File: src/rtl/bounce_emulator.sv
// bounce_emulator: LFSR-timed contact-bounce generator driving a noisy copy of an ideal level.
// Optional single-cycle idle glitches are compiled in with BOUNCE_EMU_GLITCH_EN.
module bounce_emulator #(
    parameter int          CHATTER_LEN = 200,
    parameter int          HOLD_W      = 4,
    parameter int          CNT_W       = 8,
    parameter logic [15:0] SEED        = 16'hACE1
) (
    input  logic             clk,
    input  logic             reset_n,
    input  logic             en,
    input  logic             clean,
    output logic             noisy,
    output logic             busy,
    output logic             settled,
    output logic [CNT_W-1:0] toggle_cnt
);
    localparam int               WIN_W    = $clog2(CHATTER_LEN);
    localparam logic [WIN_W-1:0] WIN_LOAD = WIN_W'(CHATTER_LEN - 1);
    localparam logic [15:0]      SEED_NZ  = (SEED == 16'h0000) ? 16'h0001 : SEED;
    localparam logic [CNT_W-1:0] CNT_MAX  = '1;

    typedef enum logic [1:0] {IDLE, BOUNCE, SETTLE} state_t;

    state_t            state_q, state_d;
    logic              clean_q, target_q, target_d, noisy_q, noisy_d, glitch;
    logic [15:0]       lfsr_q, lfsr_d;
    logic [WIN_W-1:0]  win_q, win_d;
    logic [HOLD_W-1:0] hold_q, hold_d;
    logic [CNT_W-1:0]  cnt_q, cnt_d, cnt_inc;

    assign lfsr_d  = lfsr_q[0] ? ((lfsr_q >> 1) ^ 16'hB400) : (lfsr_q >> 1);
    assign cnt_inc = (cnt_q == CNT_MAX) ? cnt_q : cnt_q + 1'b1;

`ifdef BOUNCE_EMU_GLITCH_EN
    // noisy==target gate keeps back-to-back zero LFSR bytes from stretching a glitch
    assign glitch = (lfsr_q[7:0] == 8'h00) && (noisy_q == target_q);
`else
    assign glitch = 1'b0;
`endif

    always_comb begin
        state_d  = state_q;
        target_d = target_q;
        noisy_d  = noisy_q;
        win_d    = win_q;
        hold_d   = hold_q;
        cnt_d    = cnt_q;
        case (state_q)
            IDLE: begin
                noisy_d = target_q;
                if (!en) begin
                    noisy_d  = clean_q;
                    target_d = clean_q;
                end else if (clean_q != target_q) begin
                    target_d = clean_q;
                    noisy_d  = clean_q;
                    win_d    = WIN_LOAD;
                    hold_d   = lfsr_q[HOLD_W-1:0];
                    cnt_d    = CNT_W'(1);
                    state_d  = BOUNCE;
                end else if (glitch) begin
                    noisy_d = ~target_q;
                end
            end
            BOUNCE: begin
                win_d = win_q - 1'b1;
                if (!en) begin
                    noisy_d  = clean_q;
                    target_d = clean_q;
                    win_d    = win_q;
                    state_d  = IDLE;
                end else if (clean_q != target_q) begin
                    target_d = clean_q;
                    noisy_d  = clean_q;
                    win_d    = WIN_LOAD;
                    hold_d   = lfsr_q[HOLD_W-1:0];
                    cnt_d    = (clean_q != noisy_q) ? cnt_inc : cnt_q;
                end else if (win_q == '0) begin
                    noisy_d = target_q;
                    win_d   = win_q;
                    cnt_d   = (noisy_q != target_q) ? cnt_inc : cnt_q;
                    state_d = SETTLE;
                end else if (hold_q == '0) begin
                    noisy_d = ~noisy_q;
                    hold_d  = lfsr_q[HOLD_W-1:0];
                    cnt_d   = cnt_inc;
                end else begin
                    hold_d = hold_q - 1'b1;
                end
            end
            SETTLE:  state_d = IDLE;
            default: state_d = IDLE;
        endcase
    end

    always_ff @(posedge clk or negedge reset_n) begin
        if (!reset_n) begin
            state_q  <= IDLE;
            clean_q  <= 1'b0;
            target_q <= 1'b0;
            noisy_q  <= 1'b0;
            lfsr_q   <= SEED_NZ;
            win_q    <= '0;
            hold_q   <= '0;
            cnt_q    <= '0;
        end else begin
            state_q  <= state_d;
            clean_q  <= clean;
            target_q <= target_d;
            noisy_q  <= noisy_d;
            lfsr_q   <= lfsr_d;
            win_q    <= win_d;
            hold_q   <= hold_d;
            cnt_q    <= cnt_d;
        end
    end

    assign noisy      = noisy_q;
    assign busy       = (state_q != IDLE);
    assign settled    = (state_q == SETTLE);
    assign toggle_cnt = cnt_q;
endmodule

File: config.mk
export PLATFORM = sky130hd
export DESIGN_NAME = bounce_emulator
export DESIGN_NICKNAME = d
export VERILOG_FILES = /design/src/rtl/bounce_emulator.sv
export SDC_FILE = /design/constraint.sdc
export NUM_CORES = 1
export LEC_CHECK = 0
export ABC_AREA = 1
export CORE_ASPECT_RATIO = 1.25
export CORE_MARGIN = 3
export CORE_UTILIZATION = 63
export DETAILED_ROUTE_END_ITERATION = 8
export PLACE_DENSITY = 0.83
export SLEW_MARGIN = 20
export SYNTH_ARGS = -nofsm -noshare
export SYNTH_HDL_FRONTEND = slang
export SYNTH_SLANG_ARGS = --single-unit
File: constraint.sdc
create_clock -name clk -period 3.19 [get_ports clk]
set_input_delay 0.638 -clock clk [delete_from_list [all_inputs] [get_ports clk]]
set_output_delay 0.638 -clock clk [all_outputs]
set_load 0.05 [all_outputs]
==> impl_metrics.py <==
metrics = {
    "layout": {
        "area.growth.synth_to_final_pct": 10.9,
        "nNetsFinal": 280,
        "final_area_mm2": 0.00245,
        "final_layout_size_suffix_gt1_share_pct": 17.9,
        "diodes": 0,
    },
    "yosys": {
        "avgSynthCellArea_um2": 8.68,
        "ys_seq_area_share_pct": 47.0,
        "yosysWarnings": 0,
        "synth_edf_count": 0,
        "synth_commonest_cells": "nand2_1 (66), dfrtp_1 (33), nor2_1 (27)",
        "synth_nets": 262,
        "yosys_register_bits": 41,
        "netlist.area_leader.share_pct": 37.4,
        "postSynthCellCount": 254,
        "yosys.cell_count.top_type": "nand2_1",
        "synthTopCellsByArea": "dfrtp_1 (37%), nand2_1 (11%), dfstp_2 (9.5%)",
        "synth_cell_types": 29,
        "synth_top_area_cell": "dfrtp_1",
        "synth-async-reset-ratio_pct": 100,
        "synth_area_mm2": 0.00221,
        "synth_ff_type": "dfrtp_1",
    },
    "cts": {
        "ctsResizeCount": 0,
        "postCtsSetupBuffers": 0,
        "ctsRootBufferMaster": "clkbuf_8",
        "cts_sinks": 41,
        "postCtsHoldBufs": 0,
        "clock_latency_ps": 300,
        "path_clk_slew_ps": 80,
        "cts_tree": "yes",
        "cts_max_level": 2,
        "clk_path_buf_depth": 2,
        "numCtsBuffers": 5,
    },
    "placed_design": {
        "numPortBuffers": 14,
        "globalplace.congestion": 0.843,
        "dpl_cell_area_mm2": 0.00235,
        "dp_hpwl_um": 2900,
    },
    "route": {
        "initialDrtViolationCount": 66,
        "via_per_inst": 5.57,
        "vias": 1727,
        "antenna_left": 0,
        "wirelength_um": 4170,
        "firstDrtPassIters": 4,
        "wire_per_inst_um": 13.4,
        "drc": 0,
    },
    "power_and_ir_drop": {
        "p_int_w": 0.000851,
        "p_leak_nw": 1.19,
        "p_clk_share_pct": 26.7,
        "powerDensity_mw_per_mm2": 540,
        "seqPwrFrac_pct": 46.3,
        "total_power_w": 0.00132,
        "comb_power_share_pct": 27.0,
        "switching_share_pct": 35.6,
        "switching_power_w": 0.000470,
        "irDropWorstVdd_uv": 417,
    },
    "critical_path": {
        "slowest_delay_ps": 800,
        "cp_data_arrival_time_ps": 1780,
        "critPathBufInv": 2,
        "worstSetupPathType": "register to output port",
        "worstPathRequired_ps": 2550,
        "path_depth": 3,
        "reg2reg_from": "win_q[0]",
        "rr_worst_depth": 9,
        "critPathCapture": "settled",
        "cp-startpoint": "state_q[1]",
        "critPathTopFamily": "buffers and inverters",
        "critPathLaunchType": "register",
        "cp_slowest_cell": "clkdlybuf4s50_1",
        "crit_fanout": 5,
        "r2r-end": "win_q[0]",
        "path_cells": "inv_2, nor2_1, clkdlybuf4s50_1",
        "r2r_slack_ps": 1460,
        "endpoint_kind": "output port",
    },
    "global_route": {
        "globalRouteTotalUtil_pct": 23.4,
        "grt_pass1_wl_um": 7580,
        "grt_max_degree": 42,
        "grt_overflow": 0,
        "first_global_vias": 1711,
        "antenna_found_initial": 0,
    },
    "floorplan": {
        "fp.dieW_um": 58.9,
        "fp.coreArea_mm2": 0.00328,
        "start_util_pct": 67.2,
        "rows": 23,
        "die_h_um": 72.2,
        "die-area_mm2": 0.00425,
        "io-pin-count": 15,
    },
    "sta": {
        "max_freq_mhz": 414,
        "rsz0062_at_grt": "no",
        "worst_slew_pin_slew_ps": 883,
        "setup_violations": 0,
        "final_max_slew_viol_count": 0,
        "fin_skew_ps": 10.8,
        "finalCritPeriodShare_pct": 75.7,
        "hold_violations": 0,
        "slew_headroom_pct": 41.2,
        "final.setup.tns_ps": 0,
        "whs_ps": 337,
        "min_period_ps": 2420,
    },
    "hold_path": {
        "min_from": "lfsr_q[9]",
        "hold_class": "register to register",
    },
    "job": {
        "cap_violations": 0,
    },
    "run_status": {
        "run_status": "complete, no violations",
    },
}
## cell usage in the layout (no fill, tap or decap), types with 2 or more instances in the layout
cell type and count:
nand2_1 66, dfrtp_1 33, nor2_1 27, inv_1 22, nand3_1 18, clkdlybuf4s50_1 13, nand4_1 12, o21ai_0 9
o21ai_2 8, dfstp_2 8, xor2_1 6, clkbuf_8 6, nand2_2 5, nand2_4 4, nor3_1 4, a21oi_1 4
ha_1 4, inv_2 3, nor2_4 3, nor2_2 3, nand3_4 2, o21ai_1 2
## worst min-delay path by stage
stage / endpoint / slack (ps) / depth (start not counted)
finish: lfsr_q[8] / 340 / 0
global route: lfsr_q[3] / 350 / 0
CTS: lfsr_q[8] / 340 / 0
detailed placement: lfsr_q[8] / 330 / 0
global placement: lfsr_q[8] / 330 / 0
floorplan: lfsr_q[3] / 330 / 0
## final cells by class
class / instances / area [um^2]
multi-input cells: 185 / 1040
flip-flops and latches: 41 / 1040
fillers: 248 / 833
repair buffers: 14 / 135
inverters: 25 / 93.8
clock buffers: 7 / 86.3
well taps: 37 / 46.3
clock inverters: 1 / 7.51
## sequential cells by signal, indices dropped and copies added, names as in the netlist
name and flops:
clean_q 1, hold_q 4, lfsr_q 16, toggle_cnt 8, noisy 1, win_q 8
target_q 1, state_q 2
## stage by stage
| stage | util [%] | setup WS (ps) | instances |
|---|---|---|---|
| after floorplan | - | 1400 | 254 |
| after global placement | 71.7 | 1050 | 302 |
| after detailed placement | 71.7 | 970 | 302 |
| after CTS | 74.6 | 758 | 310 |
| after global routing | 74.6 | 685 | 310 |
| final | 74.6 | 775 | 310 |
## cells by family after synthesis
logic type	after synthesis	synth area share (%)
AO/OA/AOI/OAI	26	7.66
XOR/XNOR	7	2.78
adder cells (fa/ha/maj)	4	2.27
buffers and inverters	28	5.79
flip-flops	41	47.0
AND/OR/NAND/NOR	148	34.5
## power by group through the flow
| stage | combinational (W) | clock [W] | sequential (W) |
|---|---|---|---|
| detailed placement | 0.000355 | 0 | 0.000620 |
| finish | 0.000356 | 0.000353 | 0.000612 |
| CTS | 0.000359 | 0.000364 | 0.000612 |
| global route | 0.000400 | 0.000381 | 0.000620 |
| floorplan | 0.000237 | 0 | 0.000653 |
| global placement | 0.000347 | 0 | 0.000619 |
## worst register-to-register path: stages, from the launching register on
cell	delay, ps
dfrtp_1	400
inv_1	170
ha_1	190
nand2_2	100
nor2_8	190
nand2_4	80
nand2_4	80
nand2_4	180
o21ai_0	160
o21ai_2	70
## metal layers
metal  global-route usage (%)  share of wire, %
met2                     36.6                51
met4                     11.6               2.7
met3                     6.23               3.5
met5                        0                 0
met1                     29.6                43
Power figures use the tool's default switching activity.
